`src/rtl/button_repeat_pulser.sv`:
```
// Push-button conditioner for the clock's time-set inputs.
// Synchronises and debounces one raw button, emits a single-cycle `pulse`
// per confirmed press, and auto-repeats that pulse while the button is held.
// Every output is registered, so there is no combinational path from btn_raw.
module button_repeat_pulser #(
    parameter int DEBOUNCE_CYCLES = 216000,
    parameter int HOLD_CYCLES     = 13500000,
    parameter int REPEAT_CYCLES   = 2700000,
    parameter bit ACTIVE_LOW      = 1'b1,
    parameter bit REPEAT_EN       = 1'b1
) (
    input  logic clk,
    input  logic reset,
    input  logic btn_raw,
    input  logic enable,
    output logic pulse,
    output logic held,
    output logic repeating
);

    localparam int MAX_DH     = (DEBOUNCE_CYCLES > HOLD_CYCLES) ? DEBOUNCE_CYCLES : HOLD_CYCLES;
    localparam int MAX_CYCLES = (MAX_DH > REPEAT_CYCLES) ? MAX_DH : REPEAT_CYCLES;
    localparam int CW         = $clog2(MAX_CYCLES) + 1;

    localparam logic [CW-1:0] DEB_LAST  = CW'(DEBOUNCE_CYCLES - 1);
    localparam logic [CW-1:0] HOLD_LAST = CW'(HOLD_CYCLES - 1);
    localparam logic [CW-1:0] REP_LAST  = CW'(REPEAT_CYCLES - 1);

    // Level the pin rests at when the button is not pressed.
    localparam logic IDLE_LEVEL = ACTIVE_LOW ? 1'b1 : 1'b0;

    // A terminal count of 0 or 1 would make the debounce/hold windows meaningless.
    if (DEBOUNCE_CYCLES < 2 || HOLD_CYCLES < 2 || REPEAT_CYCLES < 2) begin : g_param_check
        $error("button_repeat_pulser: all cycle parameters must be >= 2");
    end

    typedef enum logic [2:0] {
        S_IDLE,
        S_DEB_PRESS,
        S_HOLD,
        S_REPEAT,
        S_DEB_RELEASE
    } state_t;

    logic          sync1;
    logic          sync2;
    logic          pressed;
    state_t        state;
    state_t        state_n;
    logic [CW-1:0] cnt;
    logic [CW-1:0] cnt_n;
    logic          fire;

    // Two-flop synchroniser; resets to the released level so no phantom press appears.
    always_ff @(posedge clk) begin
        // NOTE: non-blocking assignments here so sync2 takes the old sync1, forming a real two-stage chain.
        if (reset) begin
            sync1 <= IDLE_LEVEL;
            sync2 <= IDLE_LEVEL;
        end else begin
            sync1 <= btn_raw;
            sync2 <= sync1;
        end
    end

    assign pressed = sync2 ^ IDLE_LEVEL;

    // Next-state, shared-counter and terminal-event logic; a release always wins over a terminal count.
    always_comb begin
        // NOTE: every output of this block gets a default first so no path leaves it unassigned (no latches).
        state_n = state;
        cnt_n   = cnt;
        fire    = 1'b0;
        unique case (state)
            S_IDLE: begin
                cnt_n = '0;
                if (pressed) state_n = S_DEB_PRESS;
            end
            S_DEB_PRESS: begin
                if (!pressed) begin
                    state_n = S_IDLE;
                    cnt_n   = '0;
                end else if (cnt == DEB_LAST) begin
                    state_n = S_HOLD;
                    cnt_n   = '0;
                    fire    = 1'b1;
                end else begin
                    cnt_n = cnt + CW'(1);
                end
            end
            S_HOLD: begin
                if (!pressed) begin
                    state_n = S_DEB_RELEASE;
                    cnt_n   = '0;
                end else if (cnt == HOLD_LAST) begin
                    if (REPEAT_EN) begin
                        state_n = S_REPEAT;
                        cnt_n   = '0;
                        fire    = 1'b1;
                    end else begin
                        cnt_n = cnt;
                    end
                end else begin
                    cnt_n = cnt + CW'(1);
                end
            end
            S_REPEAT: begin
                if (!pressed) begin
                    state_n = S_DEB_RELEASE;
                    cnt_n   = '0;
                end else if (cnt == REP_LAST) begin
                    cnt_n = '0;
                    fire  = 1'b1;
                end else begin
                    cnt_n = cnt + CW'(1);
                end
            end
            S_DEB_RELEASE: begin
                if (pressed) begin
                    state_n = S_HOLD;
                    cnt_n   = '0;
                end else if (cnt == DEB_LAST) begin
                    state_n = S_IDLE;
                    cnt_n   = '0;
                end else begin
                    cnt_n = cnt + CW'(1);
                end
            end
            default: begin
                state_n = S_IDLE;
                cnt_n   = '0;
            end
        endcase
    end

    // State, counter and registered outputs; enable only masks the strobe, never the FSM.
    always_ff @(posedge clk) begin
        if (reset) begin
            state     <= S_IDLE;
            cnt       <= '0;
            pulse     <= 1'b0;
            held      <= 1'b0;
            repeating <= 1'b0;
        end else begin
            state     <= state_n;
            cnt       <= cnt_n;
            pulse     <= fire & enable;
            held      <= (state_n == S_HOLD) || (state_n == S_REPEAT) || (state_n == S_DEB_RELEASE);
            repeating <= (state_n == S_REPEAT);
        end
    end

endmodule

```
`config.mk`:
```
export PLATFORM = sky130hd
export DESIGN_NAME = button_repeat_pulser
export DESIGN_NICKNAME = d
export VERILOG_FILES = /design/src/rtl/button_repeat_pulser.sv
export SDC_FILE = /design/constraint.sdc
export NUM_CORES = 1
export LEC_CHECK = 0
export CORE_ASPECT_RATIO = 0.75
export CORE_MARGIN = 2
export CORE_UTILIZATION = 35
export DETAILED_ROUTE_END_ITERATION = 6
export PLACE_DENSITY = 0.58
export SYNTH_ARGS = -nofsm -noshare
export SYNTH_HDL_FRONTEND = slang
export SYNTH_SLANG_ARGS = --single-unit
```
`constraint.sdc`:
```
create_clock -name clk -period 2.7 [get_ports clk]
set_input_delay 0.54 -clock clk [delete_from_list [all_inputs] [get_ports clk]]
set_output_delay 0.54 -clock clk [all_outputs]
set_load 0.01 [all_outputs]
```
Word-level counts from Yosys, hierarchy flattened. Index checks and enable logic that the tools add are counted.

Memories: 0. Word-level logic and storage cells: 46. Output and inout bits: 3. Bits in latches: 0. Memory bits (writable): 0. Flip-flop bits (word level): 33. Memory bits (read-only): 0.

Bitwise operators: 1. Eq/ne operators: 10. Add/sub/neg operators: 1. Magnitude comparators: 0. $mul: 0. Shift-type cells: 0. Mux-type cells: 24. Reduce and logical (&&, ||, !) cells: 3. Div/mod/pow operators: 0.

Operators with widths (count): $mux W25 (7); $pmux W25 S4 (1); $add A25 B1 Y25 const B (1); $eq A25 B18 Y1 const B (1); $eq A25 B22 Y1 const B (1); $eq A25 B24 Y1 const B (1); $mux W3 (8); $pmux W3 S5 (1); $eq A3 B2 Y1 const B (4); $eq A3 B3 Y1 const B (2); $mux W1 (6); $eq A3 B1 Y1 const B (1); $logic_not A3 Y1 (1); $pmux W1 S3 (1); $logic_or A1 B1 Y1 (2); $and A1 B1 Y1 (1).

Longest topological paths before layout.
Depth after elaboration: 7. Gate-level depth with buffers: 7. Gate-level depth less buffers: 6.

Worst setup path after synthesis. Ideal clock, no wire load.

Path kind: flip-flop to flip-flop. Start point: register cnt[0]. End point: register cnt[24]. Buffers on the path: 1. Cell stages (with the launch flop): 8. Arrival time: 1874 ps. Path slack: 711 ps. Data required time: 2585 ps. Cells stage by stage: dfxtp_1 > ha_1 > nand3_2 > or4_1 > buf_6 > nor4_2 > xnor2_1 > nor2_2.

Cells in the longest elaborated chain, start to end: 4.

RTL lines: start, declared (RTL line 50) `logic [CW-1:0] cnt;`; start signal, assigned (RTL line 146) `cnt <= cnt_n;`; $add A25 B1 Y25 (tied with other cells); $mux W25 (on tied branches) (2 in series); $pmux W25 S4 * (RTL line 74) `unique case (state)`.

Mark *: on every way between the ends. The rest lies on a longest branch, timed or not. A chain may end at the register's enable or synchronous reset.

Worst setup path after layout.
Start point: register cnt[0]. End point: register cnt[2].

The elaborated chain is that of the path after synthesis.

==> impl_metrics.toml <==
[yosys]
yosys_warnings = 0
syn_area_um2 = 1667
yosys_most_used_dff = "dfxtp_1"
ys_seq_area_share_pct = 39.64
yosysTopAreaCellShare_pct = 39.64
syn_area_per_cell_um2 = 9.311
synth-simple-area-share_pct = 36.49
synth_xor_area_share_pct = 12.09
synth_adder_area_share_pct = 0.7508
synth-seq-cells = 33
synth_top_area_cell = "dfxtp_1"
synth.area.mux_share_pct = 0
synthArstFlopShare_pct = 0
post-synth-top-count-cell = "dfxtp_1"
synth_compound_area_share_pct = 6.982
synth_edf_count = 0
synth_cell_type_count = 49
synth_top_family_by_area = "simple AND/OR/NAND/NOR gates"
syn_nets = 184
synthesis.instances = 179
synthTopCellsByCount = "dfxtp_1 (33), nor2_1 (22), xnor2_1 (14), nand2_1 (12), nor2_2 (11)"
synth_top_cells_by_area = "dfxtp_1 (40%), xnor2_1 (7.4%), nor2_1 (5.0%)"

[worst_setup_path]
path_max_fanout = 14
crit_type = "reg -> reg"
timing.rr.end = "cnt[2]$_SDFF_PP0_"
endpoint_kind = "flip-flop"
cp_top_family = "simple AND/OR/NAND/NOR gates"
startpoint_type = "flip-flop"
reg2reg_depth = 7
arrival_ns = 2.36
cpPeakStageDelay_ns = 0.45
ff2ff_setup_slack_ns = 0.51
crit_slowest_cell = "nor4_1"
regToRegStartpoint = "cnt[0]$_SDFF_PP0_"
cp.required_ns = 2.87
crit_buf_inv = 1
cp_cell_sequence = "ha_1 -> nand3_2 -> nor4_1 -> a31oi_1 -> a211oi_4 -> buf_4 -> nor2_1"

[clocking]
clock_latency_ns = 0.28
cts_tree = "done"
cts.clk_slew.worst_paths_ns = 0.07
cts_resized = 0
ctsHoldBuffers = 0
htree_levels = 2
root_buffer = "clkbuf_8"
cts_made_buffers = 5
clock_path_buffers = 2
cts_sinks = 33
postCtsSetupRepairBufs = 0

[power_and_ir_drop]
report.power.total_mw = 0.8739
peakVddDrop_mv = 0.2704
power.leakage_nw = 0.5255
power.density_nw_per_um2 = 470.3

[floorplan]
start_util_pct = 36.88
die_w_um = 83.68
rows = 21
coreArea_um2 = 4519
boundaryPins = 7
dieArea_um2 = 5335
die_h_um = 63.76

[layout]
fin_nets = 195
area_growth_pct = 11.49
drive_gt1_share_pct = 19.47
fillCellCount = 470
antenna_cells = 0
postLayoutCellArea_um2 = 1858

[drt]
drtPass1Iterations = 4
vias = 1278
vias_per_cell = 5.174
drc = 0
postRouteAntennaNets = 0
routedWlPerCell_um = 13.14
drt-total-wl_um = 3245
drtIter0Drc = 39

[min_path]
hp-start = "sync1$_SDFF_PP1_"
whs_endpoint = "sync2$_SDFF_PP1_"
min_path_cells = 1
hold_path_class = "reg -> reg"

[place]
io_buffers = 6
dp_hpwl_um = 2356
place_congestion = 0.8450
place_area_um2 = 1772

[sta]
finClkSkew_ns = 0.004394
rsz0062_at_grt = "false"
tns_ns = 0
timing.slew.headroom_pct = 57.25
min_period_ns = 2.194
slew_violations = 0
fmax_ghz = 0.4557
finalCritPeriodShare_pct = 81.28
tightest_slew_ns = 0.6369
finalSetupViolCount = 0
hold_violations = 0

[grt]
track_usage_pct = 13.74
grt_pass1_vias = 1181
grt_max_degree = 15
grt_pass1_wl_um = 5768
antenna_found_initial = 0
overflow = 0

[outcome]
status = "complete, no violations"

[flow_run]
maxCapViolations = 0
per-stage QoR:
step                      hold WS, ns  cells  worst slack (ns)  util, %
after global placement         0.3927    240            0.5104    39.20
after global routing           0.4320    247            0.2301    41.11
after CTS                      0.4105    247            0.5120    41.11
final                          0.4078    247            0.5056    41.11
after floorplan                0.3895    179            0.7108        -
after detailed placement       0.3989    240            0.4844    39.20
kinds of logic (layout without fill, tap and decap cells):
logic type      Yosys count  count (layout)
compound gates           15              15
xor+xnor                 23              23
fa+ha+maj                 1               1
buf+inv                  10              21
flops                    33              33
simple gates             97              97
cell type report:
| cell class | instances | area (µm²) | share of cell area (%) |
|---|---|---|---|
| tap | 57 | 71.32 | 3.838 |
| multi-input combinational | 136 | 938.4 | 50.51 |
| sequential | 33 | 660.6 | 35.56 |
| inverter | 5 | 18.77 | 1.010 |
| clock buffer | 7 | 86.33 | 4.646 |
| timing repair buffer | 9 | 82.58 | 4.444 |
where the power goes:
group / internal, mW / switching (mW)
logic: 0.00643 / 0.00408
clock network: 0.202 / 0.171
registers: 0.489 / 0.00196
per-layer routing:
metal	wire length, µm	GRT usage [%]	vias up	share of wire, %
li1	-	-	652	-
met1	1768	20.74	598	54
met2	1268	17.40	24	39
met3	169	4.780	4	5.2
met4	38	5.444	0	1.2
met5	0	0	-	0
how the worst max path moves through the flow:
stage	from	to	slack, ns	cells past startpoint
after global routing	cnt[0]$_SDFF_PP0_	cnt[1]$_SDFF_PP0_	0.23	7
after CTS	cnt[0]$_SDFF_PP0_	cnt[4]$_SDFF_PP0_	0.51	7
after global placement	reset	cnt[1]$_SDFF_PP0_	0.51	7
final	cnt[0]$_SDFF_PP0_	cnt[2]$_SDFF_PP0_	0.51	7
after detailed placement	reset	cnt[4]$_SDFF_PP0_	0.48	7
after floorplan	cnt[0]$_SDFF_PP0_	cnt[24]$_SDFF_PP0_	0.71	7
flip-flops by register name, indices dropped and copies added (netlist names):
signal     cells
cnt           25
pulse          1
sync1          1
held           1
state          3
repeating      1
sync2          1
cell usage in the layout, fill, tap and decap left out, drive strengths merged, types with 5 or more instances in the layout:
| cell | n |
|---|---|
| dfxtp | 33 |
| nor2 | 33 |
| xnor2 | 14 |
| nand2 | 12 |
| xor2 | 9 |
| nand4 | 8 |
| clkbuf | 7 |
| nor3 | 6 |
| clkdlybuf4s50 | 6 |
| inv | 5 |
| nor4 | 5 |
Power figures use the tool's default switching activity.
